--- src/rtl/instruction_fetch_pkg.sv ---
// instruction_fetch_pkg: shared constants and state type for the fetch stage
package instruction_fetch_pkg;
  localparam int XLEN_DEF = 32;
  localparam logic [31:0] NOP_INSTR = 32'h00000013;
  typedef enum logic [1:0] {IDLE, RUN, DRAIN} fetch_state_e;
endpackage

--- src/rtl/fetch_fifo.sv ---
// fetch_fifo: small flushable FIFO buffering {pc, instr} pairs for decode
module fetch_fifo
  import instruction_fetch_pkg::*;
#(
  parameter int DEPTH = 2,
  parameter int WIDTH = 2 * XLEN_DEF,
  localparam int CW = $clog2(DEPTH + 1)
) (
  input  logic             clk,
  input  logic             rst_n,
  input  logic             push,
  input  logic             pop,
  input  logic             flush,
  input  logic [WIDTH-1:0] din,
  output logic [WIDTH-1:0] dout,
  output logic             empty,
  output logic [CW-1:0]    count
);
  localparam int AW = DEPTH > 1 ? $clog2(DEPTH) : 1;
  logic [WIDTH-1:0] mem [DEPTH];
  logic [AW-1:0] wr_ptr, rd_ptr;
  logic full, do_push, do_pop;
  function automatic logic [AW-1:0] inc(input logic [AW-1:0] p);
    return p == AW'(DEPTH - 1) ? '0 : p + 1'b1;
  endfunction
  assign full = count == CW'(DEPTH);
  assign empty = count == '0;
  assign do_pop = pop && !empty;
  assign do_push = push && (!full || do_pop);
  assign dout = mem[rd_ptr];
  always_ff @(posedge clk or negedge rst_n)
    if (!rst_n) begin
      wr_ptr <= '0;
      rd_ptr <= '0;
      count <= '0;
    end else if (flush) begin
      wr_ptr <= '0;
      rd_ptr <= '0;
      count <= '0;
    end else begin
      if (do_push) wr_ptr <= inc(wr_ptr);
      if (do_pop) rd_ptr <= inc(rd_ptr);
      count <= count + CW'(do_push) - CW'(do_pop);
    end
  always_ff @(posedge clk)
    if (do_push && !flush) mem[wr_ptr] <= din;
endmodule

--- src/rtl/instruction_fetch.sv ---
// instruction_fetch: RV32I fetch stage with credit-limited imem requests, redirect flush and decode FIFO
module instruction_fetch
  import instruction_fetch_pkg::*;
#(
  parameter int XLEN = XLEN_DEF,
  parameter logic [XLEN-1:0] RESET_PC = '0,
  parameter int FIFO_DEPTH = 2
) (
  input  logic            clk,
  input  logic            rst_n,
  output logic            imem_req_valid,
  input  logic            imem_req_ready,
  output logic [XLEN-1:0] imem_req_addr,
  input  logic            imem_resp_valid,
  input  logic [31:0]     imem_resp_data,
  input  logic            redirect_valid,
  input  logic [XLEN-1:0] redirect_pc,
  output logic            if_valid,
  input  logic            if_ready,
  output logic [XLEN-1:0] if_pc,
  output logic [31:0]     if_instr
);
  localparam int CW = $clog2(FIFO_DEPTH + 1);
  fetch_state_e state, state_nxt;
  logic [XLEN-1:0] pc, resp_pc, target;
  logic [CW-1:0] outstanding, inflight_nxt, drop_cnt, drop_cnt_nxt, fifo_count;
  logic accept, resp, push, pop, empty;
  logic [XLEN+31:0] head;
  assign target = redirect_pc & ~XLEN'(3);
  // a response with nothing outstanding is a leftover from before reset and is ignored
  assign resp = imem_resp_valid && outstanding != '0;
  assign imem_req_valid = state != IDLE && {1'b0, outstanding} + {1'b0, fifo_count} < (CW + 1)'(FIFO_DEPTH);
  assign imem_req_addr = pc;
  assign accept = imem_req_valid && imem_req_ready;
  assign inflight_nxt = outstanding + CW'(accept) - CW'(resp);
  assign push = resp && drop_cnt == '0 && !redirect_valid;
  assign pop = if_valid && if_ready;
  assign if_valid = !empty;
  assign {if_pc, if_instr} = empty ? {XLEN'(0), NOP_INSTR} : head;
  always_comb begin
    drop_cnt_nxt = redirect_valid ? inflight_nxt : (resp && drop_cnt != '0) ? drop_cnt - 1'b1 : drop_cnt;
    state_nxt = state == IDLE ? RUN
              : redirect_valid ? ((state == DRAIN || inflight_nxt != '0) ? DRAIN : RUN)
              : (state == DRAIN && drop_cnt_nxt == '0) ? RUN : state;
  end
  always_ff @(posedge clk or negedge rst_n)
    if (!rst_n) begin
      state <= IDLE;
      pc <= RESET_PC;
      resp_pc <= RESET_PC;
      outstanding <= '0;
      drop_cnt <= '0;
    end else begin
      state <= state_nxt;
      outstanding <= inflight_nxt;
      drop_cnt <= drop_cnt_nxt;
      pc <= redirect_valid ? target : accept ? pc + XLEN'(4) : pc;
      resp_pc <= redirect_valid ? target : push ? resp_pc + XLEN'(4) : resp_pc;
    end
  fetch_fifo #(.DEPTH(FIFO_DEPTH), .WIDTH(XLEN + 32)) u_fifo (
    .clk   (clk),
    .rst_n (rst_n),
    .push  (push),
    .pop   (pop),
    .flush (redirect_valid),
    .din   ({resp_pc, imem_resp_data}),
    .dout  (head),
    .empty (empty),
    .count (fifo_count)
  );
endmodule

--- config.mk ---
export PLATFORM = sky130hd
export DESIGN_NAME = instruction_fetch
export DESIGN_NICKNAME = d
export VERILOG_FILES = /design/src/rtl/instruction_fetch_pkg.sv /design/src/rtl/fetch_fifo.sv /design/src/rtl/instruction_fetch.sv
export SDC_FILE = /design/constraint.sdc
export NUM_CORES = 1
export LEC_CHECK = 0
export CAP_MARGIN = 30
export CORE_ASPECT_RATIO = 1.4
export CORE_MARGIN = 8
export CORE_UTILIZATION = 30
export DETAILED_ROUTE_END_ITERATION = 6
export HOLD_SLACK_MARGIN = 0.08
export MAX_ROUTING_LAYER = met4
export SLEW_MARGIN = 0
export SYNTH_ARGS = -nofsm -noshare
export SYNTH_HDL_FRONTEND = slang
export SYNTH_SLANG_ARGS = --single-unit
--- constraint.sdc ---
create_clock -name clk -period 5.1 [get_ports clk]
set_input_delay 1.275 -clock clk [delete_from_list [all_inputs] [get_ports clk]]
set_output_delay 1.275 -clock clk [all_outputs]
set_load 0.005 [all_outputs]
=== Yosys cells after proc, flatten, opt, wreduce, memory -nomap -nowiden ===
Memories as Yosys holds them, arrays and structs flattened.
Cells that the tools add are included.
W data, S select, Z words.

* Register bits: 74
* RAM bits: 128
* Bits of input ports: 70
* Output and inout bits: 98
* Word-level logic and storage cells: 71
* Memories: 1

{| class="wikitable"
|+ Memory list
! name !! depth !! width !! rd ports !! clocked after memory_dff !! wr ports !! RTL line !! RTL
|-
| u_fifo.mem || 2 || 64 || 1 || 0 || 1 || fetch_fifo.sv:20 || <nowiki>logic [WIDTH-1:0] mem [DEPTH];</nowiki>
|}

* Add/sub/neg operators: 10
* $lt $le $gt $ge: 1
* Eq/ne operators: 2
* Multiplexer cells: 20
* Reduce and logical (&&, ||, !) cells: 29

{| class="wikitable"
|+ Operators by type and width
! kind !! count
|-
| $mux W32 || 4
|-
| $add A32 B3 Y32 const B || 2
|-
| $mux W64 || 1
|-
| $reduce_bool A2 Y1 || 8
|-
| $mux W2 || 7
|-
| $logic_and A1 B1 Y1 || 11
|-
| $logic_not A2 Y1 || 4
|-
| $mux W1 || 8
|-
| $add A2 B1 Y2 || 2
|-
| $eq A2 B2 Y1 const B || 2
|-
| $sub A2 B1 Y2 || 2
|-
| $add A2 B2 Y3 || 1
|-
| $logic_not A1 Y1 || 3
|-
| $lt A3 B2 Y1 const B || 1
|-
| $reduce_bool A3 Y1 || 1
|-
| $add A1 B1 Y1 const B || 2
|-
| $logic_or A1 B1 Y1 || 2
|-
| $sub A2 B1 Y2 const B || 1
|}

=== Depth between registers and ports, before layout ===
* Depth after elaboration: 12
* Gate-level depth with buffers: 14
* Gate-level depth less buffers: 12

=== Modules after synthesis ===
A second synthesis with hierarchy kept.

* Cell total of the unflattened synthesis: 667
* Area, all modules: 9237.6 um^2

{| class="wikitable"
|+ Modules (own cells, without submodules)
! module !! times used !! cells each !! area an instance (um^2) !! sequential area each (um^2)
|-
| fetch_fifo || 1 || 221 || 4855.9 || 3943.8
|-
| instruction_fetch || 1 || 446 || 4381.7 || 1651.6
|}

=== Worst setup path before layout ===
Ideal clock, no wire load.

* Path type: input -> register
* From: input port redirect_valid
* To: memory u_fifo.mem[0][0] (netlist name), enable pin
* Setup time: 0.490 ns
* Arrival: 4.753 ns
* Required time: 4.610 ns
* Slack: -0.143 ns
* Cell stages on the path: 5
* Buffers on the path: 2
* Cells stage by stage: clkbuf_1 > inv_1 > clkbuf_1 > and2_1 > nor2b_1

* Word-level cells in the longest chain between the ends: 6

{| class="wikitable"
|+ RTL lines
! element !! RTL line !! RTL
|-
| start: declaration || instruction_fetch.sv:16 || <nowiki>input logic redirect_valid,</nowiki>
|-
| $logic_not A1 Y1 * || fetch_fifo.sv:46, instruction_fetch.sv:36 ||
|-
| $logic_and A1 B1 Y1 || instruction_fetch.sv:36 || <nowiki>assign push = resp && drop_cnt == '0 && !redirect_valid;</nowiki>
|-
| $logic_and A1 B1 Y1 || fetch_fifo.sv:29 || <nowiki>assign do_push = push && (!full || do_pop);</nowiki>
|-
| $logic_and A1 B1 Y1 * || fetch_fifo.sv:46 || <nowiki>if (do_push && !flush) mem[wr_ptr] <= din;</nowiki>
|-
| $mux W1 * || fetch_fifo.sv:46 ||
|-
| $mux W1 (not written as such) * || fetch_fifo.sv:46 ||
|-
| end: declaration || fetch_fifo.sv:20 ||
|}

Mark *: on every way between the ends. The rest lies on a longest branch, timed or not.

=== Worst setup path after layout ===
* From: register u_fifo.count[0]
* To: output port imem_req_valid

* Word-level cells in the longest chain between the ends: 3

{| class="wikitable"
|+ RTL lines
! element !! RTL line !! RTL
|-
| start: declaration || fetch_fifo.sv:17 || <nowiki>output logic [CW-1:0] count</nowiki>
|-
| start signal: assignment || fetch_fifo.sv:43 || <nowiki>count <= count + CW'(do_push) - CW'(do_pop);</nowiki>
|-
| $add A2 B2 Y3 || instruction_fetch.sv:32 || <nowiki>assign imem_req_valid = state != IDLE && {1'b0, outstanding} + {1'b0, fifo_count} < (CW + 1)'(FIFO_DEPTH);</nowiki>
|-
| $lt A3 B2 Y1 || instruction_fetch.sv:32 ||
|-
| $logic_and A1 B1 Y1 || instruction_fetch.sv:32 ||
|-
| end: declaration || instruction_fetch.sv:11 || <nowiki>output logic imem_req_valid,</nowiki>
|}

Every way passes these cells.

==> impl_metrics.toml <==
[synthesis]
seq_area_frac_synth_pct = 60.3
ys.flop_type = "edfxtp_1"
synth_warnings = 0
ys_seq_elements = 194
synth-async-reset-ratio_pct = 36.1
yosys.cell_types.count = 57
synth_most_common_cell = "edfxtp_1"
syn_inst = 745
netlist.area_leader.share_pct = 41.0
mappedNetlistArea_um2 = 9080
avgSynthCellArea_um2 = 12.2
synth-edff-count = 124
yosys-top-cells-count = "124 x edfxtp_1, 102 x nor2_1, 70 x dfrtp_1, 65 x mux2i_1, 27 x clkbuf_1"
synthTopCellsByArea = "edfxtp_1 41%, dfrtp_1 19%, mux2i_1 7.2%, nor2_1 4.2%, a311oi_1 2.5%"
yosys.area.top_type = "edfxtp_1"

[timing]
report.final.slew_viol_count = 0
final-hold-violation-count = 0
setup_viol = 0
worst_pin_slew_ns = 1.02
hold_ws_ns = 0.529
fin_crit_sh_pct = 75.4
rsz0062_at_grt = "no"
slew_headroom_pct = 31.4
fin_crit_ns = 3.84
fin_tns_setup_ns = 0
fin_worst_skew_ns = 0.0113
fmax_mhz = 260

[clock_tree]
post-cts-setup-buffers = 0
clock_sinks = 194
cts_root_buf = "clkbuf_16"
cts_resized = 0
cts_max_level = 4
clk_pin_slew_worst_paths_ns = 0.07
clock_path_buffers = 2
cts_made_buffers = 17
clock_latency_ns = 0.43
postCtsHoldBufs = 0
cts_tree = "yes"

[die]
initial_utilization_pct = 30.3
dieArea_um2 = 36200
dieHeight_um = 222
core-area_um2 = 29900
die_w_um = 163
rows = 75
pin_count = 168

[detailed_routing]
ant_nets = 0
drt_wl_total_um = 24700
vias_per_cell = 5.14
dr.first_iter.drc_count = 348
via_count = 6659
avgRoutedWirePerCell_um = 19.1
drt_pre_antenna_iters = 5
drc = 0

[cells_and_area]
drive_gt1_share_pct = 8.01
antennaDiodeCount = 0
fin_nets = 976
syn_to_final_growth_pct = 29.0

[critical_path]
end_kind = "output pin"
cp.required_ns = 3.83
critPathKind = "register to output pin"
startpoint_type = "register"
ff2ff_path_depth = 12
worstPathMaxFanout = 7
crit_arrival_ns = 2.57

[power_and_ir_drop]
total_power_mw = 5.20
power_leakage_nw = 3.96
power.density_nw_per_um2 = 444
max-vdd-ir-drop_v = 0.000233

[global_routing]
first_global_vias = 6624
gr-total-overflow = 0
grt_pass1_wl_um = 37700
antenna_found_initial = 0
grt_usage_pct = 13.8
grt_max_degree = 63

[placed_design]
io_buffers = 161
routabilityCongestion = 0.863
dp_hpwl_um = 17500

[hold_path]
holdPathStages = 0
holdCritPathClass = "register to register"

[job]
timing.max_cap.violations = 0

[run_status]
outcome = "finished clean"
state kept, by name, indices dropped and copies added, names as in the netlist:
register       cells
u_fifo.wr_ptr      1
u_fifo.mem       124
drop_cnt           2
imem_req_addr     30
state              2
resp_pc           30
outstanding        2
u_fifo.rd_ptr      1
u_fifo.count       2
power by group:
part	internal [mW]	switching [mW]	leakage (nW)	total [mW]
Combinational	0.926	0.866	1.74	1.79
Clock	0.780	0.588	0.297	1.37
Sequential	1.83	0.211	1.93	2.04
cells in the final DEF, fill, tap and decap left out, types with 3 or more instances in the layout:
master	synthesis	final
a311oi_1	26	26
buf_4	4	10
or4_1	13	13
and3_1	8	7
clkdlybuf4s50_1	0	159
nand2b_1	4	4
inv_1	19	18
nand4_1	21	21
conb_1	1	4
o21ai_0	10	10
xnor2_1	10	10
nand3_1	19	19
nor2_1	102	101
nor3_1	19	19
nand2_1	19	19
buf_2	1	3
or3_2	3	3
nor2b_1	15	14
nor4_1	22	22
mux2_2	8	8
a211oi_1	10	10
ha_1	7	7
a21oi_1	10	10
a31oi_1	21	21
or3_1	4	4
and2_1	9	9
clkbuf_16	0	18
edfxtp_1	124	124
dfrtp_1	70	69
mux2i_1	65	65
xor2_1	9	9
o31ai_1	18	18
and4_1	9	9
area by class of cell:
cell class,count,area [um2]
Clock inverter,11,123
Multi-Input combinational cell,491,3330
Clock buffer,21,482
Tap cell,385,482
Sequential cell,194,5480
Inverter,19,71.3
Fill cell,2876,18200
Timing Repair Buffer,175,1750
cells by family after synthesis:
| group | count (synthesis) | share of synthesized area (%) |
|---|---|---|
| adders and majority gates | 8 | 1.19 |
| AOI/OAI and AO/OA | 105 | 8.45 |
| other | 1 | 0.0413 |
| DFF | 194 | 60.3 |
| and+or+nand+nor | 281 | 16.4 |
| muxes | 73 | 8.16 |
| buffers and inverters | 63 | 3.36 |
| xor gates and xnor gates | 20 | 2.09 |
per-stage QoR:
step	util, %	area [um2]	cells	setup slack [ns]
global route	39.1	11700	1296	1.12
global placement	36.9	11100	1261	1.11
floorplan	-	9090	748	1.03
finish	39.1	11700	1296	1.26
CTS	39.1	11700	1295	1.20
detailed placement	37.0	11100	1263	1.07
worst max-delay path, stage by stage (launching register included):
cell,delay [ns]
dfrtp_1,0.44
and2_1,0.19
fa_1,0.47
or2_1,0.34
nor2_1,0.16
clkdlybuf4s50_1,0.54
per-layer routing:
metal | up-vias | track usage (%) | routed length, um
li1 | 3155 | - | -
met1 | 3294 | 16.6 | 10800
met2 | 187 | 23.0 | 12500
met3 | 23 | 2.40 | 1060
met4 | 0 | 4.51 | 370
met5 | - | - | 0
final timing paths:
kind                                  from                 to  slack [ns]
hold / removal                 resp_pc[22]  u_fifo.mem[1][54]        0.53
hold reg to reg                resp_pc[22]  u_fifo.mem[1][54]        0.53
setup / recovery           u_fifo.count[0]     imem_req_valid        1.26
setup reg to reg           u_fifo.count[0]           state[0]        1.71
max in group asynchronous            rst_n        resp_pc[26]        3.77
min in group asynchronous            rst_n        resp_pc[24]        0.79
(Power assumes the default switching activity.)
